**src/rtl/serial_bit_streamer_if.sv**
```systemverilog
// serial_bit_streamer_if: word handshake, abort and serial output bundle
interface serial_bit_streamer_if #(parameter int WIDTH = 8);
  logic [WIDTH-1:0] data_in;
  logic data_valid;
  logic data_ready;
  logic abort;
  logic bit_out;
  logic bit_valid;
  logic last_bit;
  modport master (output data_in, data_valid, abort, input data_ready, bit_out, bit_valid, last_bit);
  modport slave (input data_in, data_valid, abort, output data_ready, bit_out, bit_valid, last_bit);
endinterface

```
**src/rtl/serial_bit_streamer.sv**
```systemverilog
// serial_bit_streamer: gapless parallel-to-serial shifter feeding a sequence detector
module serial_bit_streamer #(
  parameter int WIDTH = 8,
  parameter bit MSB_FIRST = 1'b1,
  parameter bit IDLE_BIT = 1'b0
) (
  input logic clk,
  input logic rst_n,
  serial_bit_streamer_if.slave bus
);
  localparam int CW = $clog2(WIDTH);
  typedef enum logic {IDLE, SHIFT} state_t;
  state_t state;
  logic [CW-1:0] cnt;
  logic [WIDTH-1:0] shreg;
  logic last, accept;
  assign last = (state == SHIFT) && (cnt == CW'(WIDTH - 1));
  assign accept = bus.data_valid && bus.data_ready;
  assign bus.data_ready = (state == IDLE) || last;
  assign bus.bit_valid = (state == SHIFT);
  assign bus.last_bit = last;
  assign bus.bit_out = (state == SHIFT) ? (MSB_FIRST ? shreg[WIDTH-1] : shreg[0]) : IDLE_BIT;
  always_ff @(posedge clk or negedge rst_n) begin
    if (!rst_n) begin
      state <= IDLE;
      cnt <= '0;
      shreg <= '0;
    end else if (bus.abort) begin
      state <= IDLE;
      cnt <= '0;
    end else if (accept) begin
      state <= SHIFT;
      cnt <= '0;
      shreg <= bus.data_in;
    end else if (last) begin
      state <= IDLE;
      cnt <= '0;
    end else if (state == SHIFT) begin
      cnt <= cnt + 1'b1;
      shreg <= MSB_FIRST ? {shreg[WIDTH-2:0], 1'b0} : {1'b0, shreg[WIDTH-1:1]};
    end
  end
endmodule

```
**src/flat_wrapper.sv**
```systemverilog
// flat-port wrapper written by rule: the top's interface ports become plain ports
module serial_bit_streamer_flat 
#(
  parameter int WIDTH = 8,
  parameter bit MSB_FIRST = 1'b1,
  parameter bit IDLE_BIT = 1'b0
)
  (clk, rst_n, bus_data_in, bus_data_valid, bus_abort, bus_data_ready, bus_bit_out, bus_bit_valid, bus_last_bit);
  serial_bit_streamer_if #(.WIDTH(WIDTH)) bus_i ();
  input logic clk;
  input logic rst_n;
  input wire logic [$bits(bus_i.data_in)-1:0] bus_data_in;
  input wire logic [$bits(bus_i.data_valid)-1:0] bus_data_valid;
  input wire logic [$bits(bus_i.abort)-1:0] bus_abort;
  output wire logic [$bits(bus_i.data_ready)-1:0] bus_data_ready;
  output wire logic [$bits(bus_i.bit_out)-1:0] bus_bit_out;
  output wire logic [$bits(bus_i.bit_valid)-1:0] bus_bit_valid;
  output wire logic [$bits(bus_i.last_bit)-1:0] bus_last_bit;
  assign bus_i.data_in = bus_data_in;
  assign bus_i.data_valid = bus_data_valid;
  assign bus_i.abort = bus_abort;
  assign bus_data_ready = bus_i.data_ready;
  assign bus_bit_out = bus_i.bit_out;
  assign bus_bit_valid = bus_i.bit_valid;
  assign bus_last_bit = bus_i.last_bit;
  serial_bit_streamer #(.WIDTH(WIDTH), .MSB_FIRST(MSB_FIRST), .IDLE_BIT(IDLE_BIT)) u_core (.clk(clk), .rst_n(rst_n), .bus(bus_i));
endmodule
```
**config.mk**
```make
export PLATFORM = sky130hd
export DESIGN_NAME = serial_bit_streamer_flat
export DESIGN_NICKNAME = d
export VERILOG_FILES = /design/src/rtl/serial_bit_streamer_if.sv /design/src/rtl/serial_bit_streamer.sv /design/src/flat_wrapper.sv
export SDC_FILE = /design/constraint.sdc
export NUM_CORES = 1
export LEC_CHECK = 0
export BUFFER_PORTS_ARGS = -buffer_cell sky130_fd_sc_hd__buf_2
export CORE_MARGIN = 10
export CORE_UTILIZATION = 44
export DETAILED_ROUTE_END_ITERATION = 8
export MAX_ROUTING_LAYER = met4
export PLACE_DENSITY = 0.79
export SETUP_SLACK_MARGIN = 0.02
export SLEW_MARGIN = 20
export SYNTH_ARGS = -nofsm -noshare
export SYNTH_HDL_FRONTEND = slang
export SYNTH_SLANG_ARGS = --single-unit
```
**constraint.sdc**
```tcl
create_clock -name clk -period 1.4 [get_ports clk]
set_input_delay 0.28 -clock clk [delete_from_list [all_inputs] [get_ports clk]]
set_output_delay 0.28 -clock clk [all_outputs]
set_load 0.01 [all_outputs]
```
==> results of run 1 <==
timing repair:
action                                 4_1_cts  5_1_grt
cloned                                       1        0
setup endpoints to repair                   13       15
endpoints found under the hold margin       12        0
pin swaps                                   20        6
buffers inserted                             5        4
hold buffers                                 1        0
resized for setup                           14        8
per-stage QoR:
step	instance area [um^2]	worst slack [ns]	hold WS [ns]	util, %
2_1_floorplan	659	0.0185	-0.0156	-
3_3_place_gp	752	-0.0199	0.171	56.4
3_5_place_dp	752	-0.0584	0.173	56.4
4_1_cts	880	-0.270	0.285	65.9
5_1_grt	943	-0.291	0.312	70.7
6_report	943	-0.243	0.306	70.7
registers in the layout (all words and copies together), names as in the netlist:
name and count:
u_core.shreg 8, u_core.cnt 3, u_core.bus.bit_valid 1
cell families after synthesis:
kind of cell | after synthesis | share of synthesized area [%]
compound gates | 19 | 23.0
simple gates | 16 | 18.9
flops | 12 | 46.9
buf+inv | 8 | 7.22
fa+ha+maj | 2 | 3.91
tightest hold or removal path, delay by kind of cell:
family | cells | cell delay, ns
compound gates | 2 | 0.19
buf+inv | 1 | 0.08
routing by layer:
| layer | track usage [%] | up-vias |
|---|---|---|
| met1 | 11.7 | 287 |
| met5 | - | - |
| met4 | 1.68 | 0 |
| li1 | - | 273 |
| met3 | 5.23 | 2 |
| met2 | 17.9 | 12 |
power groups by stage:
stage / sequential [uW] / combinational (uW) / clock [uW]
floorplan: 411 / 97.8 / 0
global placement: 421 / 135 / 0
detailed placement: 421 / 136 / 0
CTS: 415 / 167 / 215
global route: 421 / 211 / 233
finish: 418 / 194 / 205
worst max path at each step:
| stage | from | to | slack (ns) | cells after the start |
|---|---|---|---|---|
| 3_5_place_dp | u_core.cnt[0]$_DFFE_PN0P_ | u_core.shreg[1]$_DFFE_PN0P_ | -0.06 | 5 |
| 5_1_grt | u_core.cnt[0]$_DFFE_PN0P_ | bus_last_bit | -0.29 | 5 |
| 2_1_floorplan | u_core.cnt[1]$_DFFE_PN0P_ | u_core.shreg[1]$_DFFE_PN0P_ | 0.02 | 6 |
| 6_report | u_core.cnt[0]$_DFFE_PN0P_ | bus_last_bit | -0.24 | 5 |
| 3_3_place_gp | u_core.cnt[1]$_DFFE_PN0P_ | u_core.cnt[0]$_DFFE_PN0P_ | -0.02 | 6 |
| 4_1_cts | u_core.cnt[0]$_DFFE_PN0P_ | bus_last_bit | -0.27 | 5 |
synth_stat cells:
library cell,count,area share (%)
sky130_fd_sc_hd__dfrtp_1,12,47
sky130_fd_sc_hd__o2bb2ai_1,8,11
sky130_fd_sc_hd__a31oi_1,7,6.8
sky130_fd_sc_hd__and3b_2,6,9.4
sky130_fd_sc_hd__nor2_1,3,1.8
sky130_fd_sc_hd__a32oi_1,2,2.7
sky130_fd_sc_hd__and2_1,2,2.0
sky130_fd_sc_hd__buf_4,2,2.3
sky130_fd_sc_hd__ha_1,2,3.9
sky130_fd_sc_hd__inv_1,2,1.2
sky130_fd_sc_hd__a21o_1,1,1.2
sky130_fd_sc_hd__a21oi_2,1,1.4
sky130_fd_sc_hd__and3b_1,1,1.4
sky130_fd_sc_hd__buf_2,1,0.78
sky130_fd_sc_hd__buf_6,1,1.8
sky130_fd_sc_hd__clkbuf_1,1,0.59
sky130_fd_sc_hd__inv_2,1,0.59
sky130_fd_sc_hd__nand2_1,1,0.59
sky130_fd_sc_hd__nand2b_4,1,2.1
sky130_fd_sc_hd__nand3_1,1,0.78
sky130_fd_sc_hd__or2_1,1,0.98
layout make-up:
type,count,area (um^2)
Fill cell,105,390
Multi-Input combinational cell,38,372
Sequential cell,12,302
Timing Repair Buffer,28,218
Clock buffer,3,22.5
Tap cell,15,18.8
Inverter,3,11.3
==> summary.txt, run 1 <==
Outcome
  • Result of the run: complete, but fails checks
  • Violations in the final reports: negative setup slack

Yosys
  • Post-synthesis instance total: 57
  • Mean Syn Cell Area: 11.2 um^2
  • Distinct cell type count of the synthesized netlist: 21
  • Combined area of all synthesized cells: 641 um^2
  • Sequential-to-total area share from yosys stat: a little under half
  • Number of flip-flops and latches in the synthesized netlist: 12
  • Net count after synthesis: 71
  • YS warnings: 0

Timing
  • Setup slack of the critical path after layout: -0.243 ns
  • Worst Max-Slew Pin Slew: 0.284 ns
  • Setup TNS: -2.09 ns
  • Total setup violations reported at the end of the flow: 13
  • Worst-case clock skew: between 0.004 and 0.005 ns
  • RSZ-0062 raised after global routing: true
  • Worst slew margin relative to its limit: 81.1%
  • Achievable clock frequency: 0.609 GHz
  • Final Max Tran Viols: 0
  • Final hold violations: 0
  • Post-route clock period utilization: 117%
  • Minimum period implied by the final worst setup slack: 1.64 ns

CTS
  • CTS tree: built
  • Number of buffers created by CTS: 3
  • Clock edge transition at the registers on the reported setup and hold paths: 0.07 ns
  • CTS sink count: 12
  • H-tree levels: 1
  • Clock latency of the later-clocked register in the worst-skew pair: 0.27 ns
  • Cell at the root of the clock tree: sky130_fd_sc_hd__clkbuf_4
  • Buffer levels on the longest clock path: 2

Placed design
  • Placer Congestion: approximately 0.84
  • Placed cell count: 87
  • Sum of net half-perimeters after detailed placement: 1070 um
  • Port-buffer cells: 15

Floorplan
  • Core box area: ~1300 um^2
  • Starting utilization of the core area: 48.0%
  • # IOs: 16
  • Die Footprint: 3380 um^2
  • Height of the die: 58.2 um
  • Number of rows created at floorplan: 13
  • Die Width: 58.2 um

Worst setup path
  • Startpoint type of the worst setup path: register
  • WP data required: ~1.1 ns
  • Arrival time reported for the critical path endpoint: ~1.4 ns
  • Path depth of the worst reg2reg path: 8
  • Critical path class: register to output pin
  • Crit path max fanout: 3
  • Terminus of the critical flop-to-flop path: u_core.shreg[4]$_DFFE_PN0P_
  • Worst-path cell chain: ha_4, ha_4, buf_6, and2_4, buf_6
  • Worst path top cell family by delay: flip-flops
  • Kind of end point of the critical path: output pin
  • Critical R2R Launch: u_core.cnt[0]$_DFFE_PN0P_
  • Worst reg-to-reg setup slack: -0.23 ns
  • Slowest Stage Delay on Critical Path: 0.42 ns
  • Number of buffers and inverters on the critical path: 2
  • Slowest cell on crit path: sky130_fd_sc_hd__dfrtp_1

Power
  • Total power draw: 817 uW
  • Combinational group share of total power: between 20% and 30%
  • Switching fraction of total power: 27.2%
  • Internal power consumption: 595 uW
  • Power density normalized to cell area: between 800 and 900 nW/um^2
  • Relative contribution of sequential cells to total power: approximately 50%
  • Peak VDD IR: 0.000590 V
  • Leakage dissipation: 0.000434 uW
  • Clock group share of total power: 25.1%
  • NetSw: 222 uW

Layout
  • Most frequent cells in the layout: sky130_fd_sc_hd__buf_2 (13), sky130_fd_sc_hd__dfrtp_1 (11), sky130_fd_sc_hd__buf_6 (10)
  • Most frequent standard cell in the layout excluding fill and tap cells: sky130_fd_sc_hd__buf_2
  • Antenna cells: 0
  • Area growth, synth to finish: 47.3%
  • Layout Nets: 100
  • Number of non-filler instances in the completed layout: 99
  • Share of final-layout standard cells stronger than drive strength 1: approximately three fifths

Route
  • Detail Route Antenna Nets: 0
  • Final WL: 1790 um
  • Highest routed metal layer: met4
  • Sum of routed wire segments on met1: 741 um
  • Pre-Repair DR Iteration Count: 2
  • WL/cell: 18.1 um
  • Met2 Routed Length: 956 um
  • WL met3: approximately 90 um
  • Residual DRC: 0
  • Via density per instance: 5.80
  • Total vias in the final route: between 500 and 600
  • Violation count after the first detailed-route iteration: 16

GRT
  • Number of antenna violations at the first check in global routing: 0
  • Largest net degree at the start of global routing: 15
  • Residual overflow from global routing: 0
  • Number of global-route vias before repair: 610
  • Global-route wire length before repair: 2850 um
  • GR Util All Layers: 10.9%

Hold path
  • Hold-critical path depth: 3
  • Hold path endpoint: u_core.shreg[7]$_DFFE_PN0P_
  • Worst hold start: bus_data_in[7]
  • Min-delay worst type: input pin to register

Flow run
  • Max-cap violations: 0
(Power assumes the default switching activity.)
==> inputs of run 2 (changes only) <==
--- a/config.mk
+++ b/config.mk
@@ -11,6 +11,7 @@
 export DETAILED_ROUTE_END_ITERATION = 8
 export MAX_ROUTING_LAYER = met4
 export PLACE_DENSITY = 0.79
+export RECOVER_POWER = 25
 export SETUP_SLACK_MARGIN = 0.02
 export SLEW_MARGIN = 20
 export SYNTH_ARGS = -nofsm -noshare
==> run 2 against run 1 <==
  * The run still ends with negative setup slack left
  * Non-clock buffer count is the same
  * Maximum frequency is essentially flat
  * Sequential power is essentially flat
  * Die area is the same
  * Clock skew is the same
  * Critical path type unchanged
  * Highest routed layer unchanged
==> summary.txt, run 2 (synthesized netlist as in run 1, its figures left out) <==
Outcome
  • Result of the run: complete, but fails checks
  • Violations in the final reports: negative setup slack

Timing
  • Worst slew margin relative to its limit: a little over half
  • Final worst hold slack: 0.306 ns
  • Total setup violations reported at the end of the flow: 13
  • Achievable clock frequency: 0.609 GHz
  • RSZ-0062 raised after global routing: true
  • Setup slack of the critical path after layout: -0.241 ns
  • Final Max Tran Viols: 0
  • Worst-case clock skew: between 0.004 and 0.005 ns
  • Final hold violations: 0
  • Worst Max-Slew Pin Slew: 0.677 ns
  • Post-route clock period utilization: 117%
  • Minimum period implied by the final worst setup slack: 1.64 ns

Flow run
  • Max-cap violations: 0

Route
  • Detail Route Antenna Nets: 0
  • Met2 Routed Length: 956 um
  • Sum of routed wire segments on met1: 740 um
  • WL/cell: 18.1 um
  • Total vias in the final route: 574
  • Final WL: 1790 um
  • Residual DRC: 0
  • WL met3: about 90 um
  • Via density per instance: between 5 and 6
  • Highest routed metal layer: met4
  • Violation count after the first detailed-route iteration: 16
  • Pre-Repair DR Iteration Count: 2

Hold path
  • Hold-critical path depth: 3
  • Min-delay worst type: input pin to register
  • Hold path endpoint: u_core.shreg[7]$_DFFE_PN0P_
  • Worst hold start: bus_data_in[7]

GRT
  • Residual overflow from global routing: 0
  • Global-route wire length before repair: 2850 um
  • Number of antenna violations at the first check in global routing: 0
  • Number of global-route vias before repair: 610
  • Largest net degree at the start of global routing: 15
  • GR Util All Layers: between 10% and 20%

CTS
  • Cell at the root of the clock tree: sky130_fd_sc_hd__clkbuf_4
  • Number of buffers created by CTS: 3
  • Clock edge transition at the registers on the reported setup and hold paths: approximately 0.07 ns
  • Buffer levels on the longest clock path: 2
  • CTS tree: built
  • Clock latency of the later-clocked register in the worst-skew pair: 0.27 ns
  • CTS sink count: 12
  • H-tree levels: 1

Worst setup path
  • Kind of end point of the critical path: output pin
  • Critical R2R Launch: u_core.cnt[0]$_DFFE_PN0P_
  • Terminus of the critical flop-to-flop path: u_core.shreg[4]$_DFFE_PN0P_
  • Arrival time reported for the critical path endpoint: 1.36 ns
  • WP data required: 1.12 ns
  • Worst reg-to-reg setup slack: -0.23 ns
  • Critical path class: register to output pin
  • Startpoint type of the worst setup path: register
  • Crit path max fanout: 3
  • Path depth of the worst reg2reg path: 8

Layout
  • Antenna cells: 0
  • Area growth, synth to finish: 47.1%
  • Most frequent standard cell in the layout excluding fill and tap cells: sky130_fd_sc_hd__buf_2
  • Layout Nets: 100
  • Most frequent cells in the layout: sky130_fd_sc_hd__buf_2 (12), sky130_fd_sc_hd__dfrtp_1 (11), sky130_fd_sc_hd__buf_6 (10)
  • Number of filler cells placed in the layout: 106
  • Max reg flops: 8
  • Share of final-layout standard cells stronger than drive strength 1: 57.1%
  • Most flop-heavy register: u_core.shreg

Floorplan
  • Number of rows created at floorplan: 13
  • Die Width: approximately 58 um
  • Core box area: between 1000 and 1500 um^2
  • # IOs: 16
  • Starting utilization of the core area: 48.0%
  • Die Footprint: about 3400 um^2
  • Height of the die: a little under 60 um

Power
  • Leakage dissipation: 0.000431 uW
  • Power density normalized to cell area: 866 nW/um^2
  • Total power draw: ~820 uW
  • Peak VDD IR: 0.000590 V

Placed design
  • Port-buffer cells: 15
  • Sum of net half-perimeters after detailed placement: 1070 um
  • Placer Congestion: 0.843
-- run 2: cell count changes in the layout (fill, tap and decap cells not counted), sizes merged --
cell,delta
buf,-1
clkbuf,+1
-- run 2: worst max-delay path: stages, from the launching register on --
cell,delay (ns)
sky130_fd_sc_hd__dfrtp_1,0.42
sky130_fd_sc_hd__ha_4,0.18
sky130_fd_sc_hd__ha_4,0.16
sky130_fd_sc_hd__buf_6,0.11
sky130_fd_sc_hd__and2_4,0.12
sky130_fd_sc_hd__buf_6,0.11
-- run 2: power by group --
group | switching, uW | internal, uW | total (uW)
sequential | 30.0 | 388 | 418
combinational | 86.0 | 107 | 193
clock | 106 | 99.4 | 205
total | 222 | 594 | 816
-- run 2: per-layer routing --
layer	track usage (%)	up-vias
li1	-	273
met1	11.7	287
met2	17.9	12
met3	5.23	2
met4	1.68	0
met5	-	-
-- run 2: area by class of cell --
class,instances,area [um^2],area share [%]
multi-input cells,38,372,39.4
flip-flops and latches,12,302,32.0
repair buffers,28,216,23.0
clock buffers,3,22.5,2.39
well taps,15,18.8,1.99
inverters,3,11.3,1.20
-- run 2: worst max path at each step --
| stage | startpoint | endpoint | depth (start not counted) |
|---|---|---|---|
| 2_1_floorplan | u_core.cnt[1]$_DFFE_PN0P_ | u_core.shreg[1]$_DFFE_PN0P_ | 6 |
| 3_3_place_gp | u_core.cnt[1]$_DFFE_PN0P_ | u_core.cnt[0]$_DFFE_PN0P_ | 6 |
| 3_5_place_dp | u_core.cnt[0]$_DFFE_PN0P_ | u_core.shreg[1]$_DFFE_PN0P_ | 5 |
| 4_1_cts | u_core.cnt[0]$_DFFE_PN0P_ | bus_last_bit | 5 |
| 5_1_grt | u_core.cnt[0]$_DFFE_PN0P_ | bus_last_bit | 5 |
| 6_report | u_core.cnt[0]$_DFFE_PN0P_ | bus_last_bit | 5 |
-- run 2: metrics by stage --
| stage | area [um^2] | worst slack, ns | instances | utilization, % | setup TNS (ns) |
|---|---|---|---|---|---|
| floorplan | 659 | 0.0185 | 57 | - | 0 |
| global placement | 752 | -0.0199 | 87 | 56.4 | -0.123 |
| detailed placement | 752 | -0.0584 | 87 | 56.4 | -0.536 |
| CTS | 880 | -0.270 | 96 | 65.9 | -1.72 |
| global route | 942 | -0.291 | 99 | 70.6 | -2.89 |
| finish | 942 | -0.241 | 99 | 70.6 | -2.07 |
-- run 2: repair_timing --
action,in CTS,in global routing
setup endpoints to repair,13,15
cloned,1,0
resized for setup,14,8
hold endpoints to repair,12,0
buffers inserted,5,4
hold buffers,1,0
pin swaps,20,6
==> inputs of run 3 (changes only) <==
--- a/config.mk
+++ b/config.mk
@@ -5,14 +5,15 @@
 export SDC_FILE = /design/constraint.sdc
 export NUM_CORES = 1
 export LEC_CHECK = 0
+export ABC_AREA = 1
 export BUFFER_PORTS_ARGS = -buffer_cell sky130_fd_sc_hd__buf_2
-export CORE_MARGIN = 10
+export CORE_MARGIN = 5
 export CORE_UTILIZATION = 44
 export DETAILED_ROUTE_END_ITERATION = 8
 export MAX_ROUTING_LAYER = met4
 export PLACE_DENSITY = 0.79
 export RECOVER_POWER = 25
-export SETUP_SLACK_MARGIN = 0.02
+export SETUP_SLACK_MARGIN = 0.2
 export SLEW_MARGIN = 20
 export SYNTH_ARGS = -nofsm -noshare
 export SYNTH_HDL_FRONTEND = slang
==> run 3 against run 2 <==
  * The run still ends with negative setup slack left
  * Largest power group unchanged
  * Maximum frequency up 6.6%
  * Non-clock buffer count down 2
  * Count of clock-buffer cells in the layout unchanged
  * Critical endpoint is now bus_data_ready
  * Largest cell class unchanged
==> summary.txt, run 3 <==
CTS
  • CTS sink count: 12
  • Cell at the root of the clock tree: sky130_fd_sc_hd__clkbuf_4
  • CTS tree: built
  • Clock latency of the later-clocked register in the worst-skew pair: 0.26 ns
  • Buffer levels on the longest clock path: 2
  • Number of buffers created by CTS: 3
  • H-tree levels: 1
  • Clock edge transition at the registers on the reported setup and hold paths: 0.07 ns

Route
  • Via density per instance: 4.79
  • WL/cell: 12.1 um
  • Pre-Repair DR Iteration Count: 4
  • Violation count after the first detailed-route iteration: 18
  • Final WL: 1530 um
  • Detail Route Antenna Nets: 0
  • Residual DRC: 0
  • Total vias in the final route: 603

Floorplan
  • Die Width: 48.2 um
  • # IOs: 16
  • Number of rows created at floorplan: 13
  • Core box area: 1330 um^2
  • Die Footprint: 2320 um^2
  • Height of the die: 48.2 um
  • Starting utilization of the core area: 48.0%

Yosys
  • Cell with the most instances after synthesis: sky130_fd_sc_hd__nand2_1
  • Mean Syn Cell Area: between 7 and 8 um^2
  • Cell taking the most area after synthesis: sky130_fd_sc_hd__dfrtp_1
  • Number of flip-flops and latches in the synthesized netlist: 12
  • Combined area of all synthesized cells: 641 um^2
  • Distinct cell type count of the synthesized netlist: 14
  • Most frequently used flop master after synthesis: sky130_fd_sc_hd__dfrtp_1
  • Net count after synthesis: 98
  • Most used standard cells in the synthesized netlist: sky130_fd_sc_hd__nand2_1 (46), sky130_fd_sc_hd__dfrtp_1 (12), sky130_fd_sc_hd__nand3_1 (8)
  • Post-synthesis instance total: 84
  • Portion of synthesized cell area occupied by the leading cell type: 46.9%
  • Sequential-to-total area share from yosys stat: ~47%
  • Number of synthesized flops with an enable pin: 0
  • YS warnings: 0
  • Asr flop ratio synth: 100%
  • Most area-consuming cells after synthesis: sky130_fd_sc_hd__dfrtp_1 (47%), sky130_fd_sc_hd__nand2_1 (27%), sky130_fd_sc_hd__nand3_1 (6.3%), sky130_fd_sc_hd__ha_1 (3.9%), sky130_fd_sc_hd__nor2_4 (3.5%)

Placed design
  • Port-buffer cells: 15
  • Sum of net half-perimeters after detailed placement: 978 um
  • Post-Place Setup Slack: -0.0194 ns
  • Placed cell count: 112
  • Placer Congestion: 0.826

Worst setup path
  • Number of buffers and inverters on the critical path: 2
  • WP data required: around 1.1 ns
  • Worst path top cell family by delay: flip-flops
  • Critical path class: register to output pin
  • Arrival time reported for the critical path endpoint: 1.26 ns
  • Slowest cell on crit path: sky130_fd_sc_hd__dfrtp_1
  • Crit path max fanout: 3
  • Startpoint type of the worst setup path: register
  • Kind of end point of the critical path: output pin
  • Worst reg-to-reg setup slack: -0.11 ns
  • Slowest Stage Delay on Critical Path: 0.39 ns
  • Worst-path cell chain: ha_2, ha_4, inv_2, nand2_4, buf_6

GRT
  • Number of antenna violations at the first check in global routing: 0
  • GR Util All Layers: 15.8%
  • Number of global-route vias before repair: 569
  • Global-route wire length before repair: around 2400 um
  • Residual overflow from global routing: 0
  • Largest net degree at the start of global routing: 13

Layout
  • Most frequent standard cell in the layout excluding fill and tap cells: sky130_fd_sc_hd__nand2_1
  • Share of final-layout standard cells stronger than drive strength 1: a little over a third
  • Antenna cells: 0
  • Number of non-filler instances in the completed layout: approximately 130
  • Max reg flops: 8
  • Most flop-heavy register: u_core.shreg
  • Area growth, synth to finish: 37.7%
  • Most frequent cells in the layout: sky130_fd_sc_hd__nand2_1 (43), sky130_fd_sc_hd__buf_2 (14), sky130_fd_sc_hd__dfrtp_1 (11), sky130_fd_sc_hd__buf_4 (8), sky130_fd_sc_hd__nand3_1 (7)
  • Layout Nets: 127
  • Core Util, Final: 66.1%

Timing
  • Achievable clock frequency: 0.650 GHz
  • Worst slew margin relative to its limit: 56.6%
  • RSZ-0062 raised after global routing: true
  • Setup slack of the critical path after layout: -0.139 ns
  • Final hold violations: 0
  • Worst Max-Slew Pin Slew: 0.651 ns
  • Total setup violations reported at the end of the flow: 12
  • Final Max Tran Viols: 0
  • Worst-case clock skew: between 0.004 and 0.005 ns
  • Minimum period implied by the final worst setup slack: 1.54 ns
  • Post-route clock period utilization: 110%

Power
  • Power density normalized to cell area: slightly above 900 nW/um^2
  • Total power draw: 804 uW
  • Peak VDD IR: 0.000630 V
  • Leakage dissipation: 0.000491 uW

Hold path
  • Min-delay worst type: input pin to register

Flow run
  • Max-cap violations: 0

Outcome
  • Violations in the final reports: negative setup slack
  • Result of the run: complete, but fails checks
==> run 3: changes by cell type in the layout (fill, tap and decap cells not counted), sizes merged, moves of 7 or more <==
cell,delta
nand3,+7
o2bb2ai,-8
nand2,+45
and3b,-7
a31oi,-7
==> run 3: routing by layer <==
layer	track usage, %	share of wire [%]	wire length, um	vias up
met5	-	0	0	-
met4	9.14	0.52	8	0
met3	2.21	3.1	48	2
met2	25.8	55	840	13
met1	18.2	41	628	269
li1	-	-	-	319
==> run 3: area by class of cell <==
type	count	area [um^2]
fill	122	452
multi-input combinational	65	354
sequential	12	302
timing repair buffer	26	166
clock buffer	3	22.5
inverter	5	18.8
tap	15	18.8
==> run 3: path summary, 6_finish.rpt <==
path                                        startpoint                               end  depth (start not counted)
max in group asynchronous                        rst_n  u_core.bus.bit_valid$_DFFE_PN0P_                          2
min reg2reg                u_core.shreg[2]$_DFFE_PN0P_       u_core.shreg[2]$_DFFE_PN0P_                          2
max                          u_core.cnt[1]$_DFFE_PN0P_                    bus_data_ready                          5
min in group asynchronous                        rst_n         u_core.cnt[2]$_DFFE_PN0P_                          2
max reg2reg                  u_core.cnt[1]$_DFFE_PN0P_       u_core.shreg[5]$_DFFE_PN0P_                          8
min                                     bus_data_in[0]       u_core.shreg[0]$_DFFE_PN0P_                          3
==> run 3: metrics by stage <==
step	hold WS, ns	area, um^2	setup TNS (ns)
after CTS	0.224	845	-0.942
after detailed placement	0.168	741	-0.0416
final	0.281	882	-1.12
after global routing	0.278	882	-1.99
after global placement	0.170	741	0
after floorplan	-0.0156	666	0
==> run 3: power breakdown <==
| part | switching (uW) | total [uW] | internal [uW] |
|---|---|---|---|
| sequential | 27.4 | 419 | 391 |
| clock | 97.6 | 197 | 99.3 |
| combinational | 104 | 188 | 84.1 |
| total | 229 | 804 | 575 |
==> run 3: kinds of logic after synthesis <==
logic type	after synthesis	synth area share, %
AOI/OAI and AO/OA	4	3.71
DFF	12	46.9
and+or+nand+nor	59	39.7
adders and majority gates	2	3.91
buffers and inverters	7	5.86
==> run 3: tightest hold or removal path: stages <==
cell,delay (ns)
sky130_fd_sc_hd__buf_2,0.10
sky130_fd_sc_hd__nand4_1,0.08
sky130_fd_sc_hd__nand2_1,0.05
==> run 3: timing repair <==
action / in CTS / in global routing
pin swaps: 4 / 6
hold buffers: 1 / 0
gates resized for setup: 8 / 1
cloned: 1 / 0
setup endpoints to repair: 15 / 15
buffers inserted: 5 / 4
endpoints found under the hold margin: 12 / 0
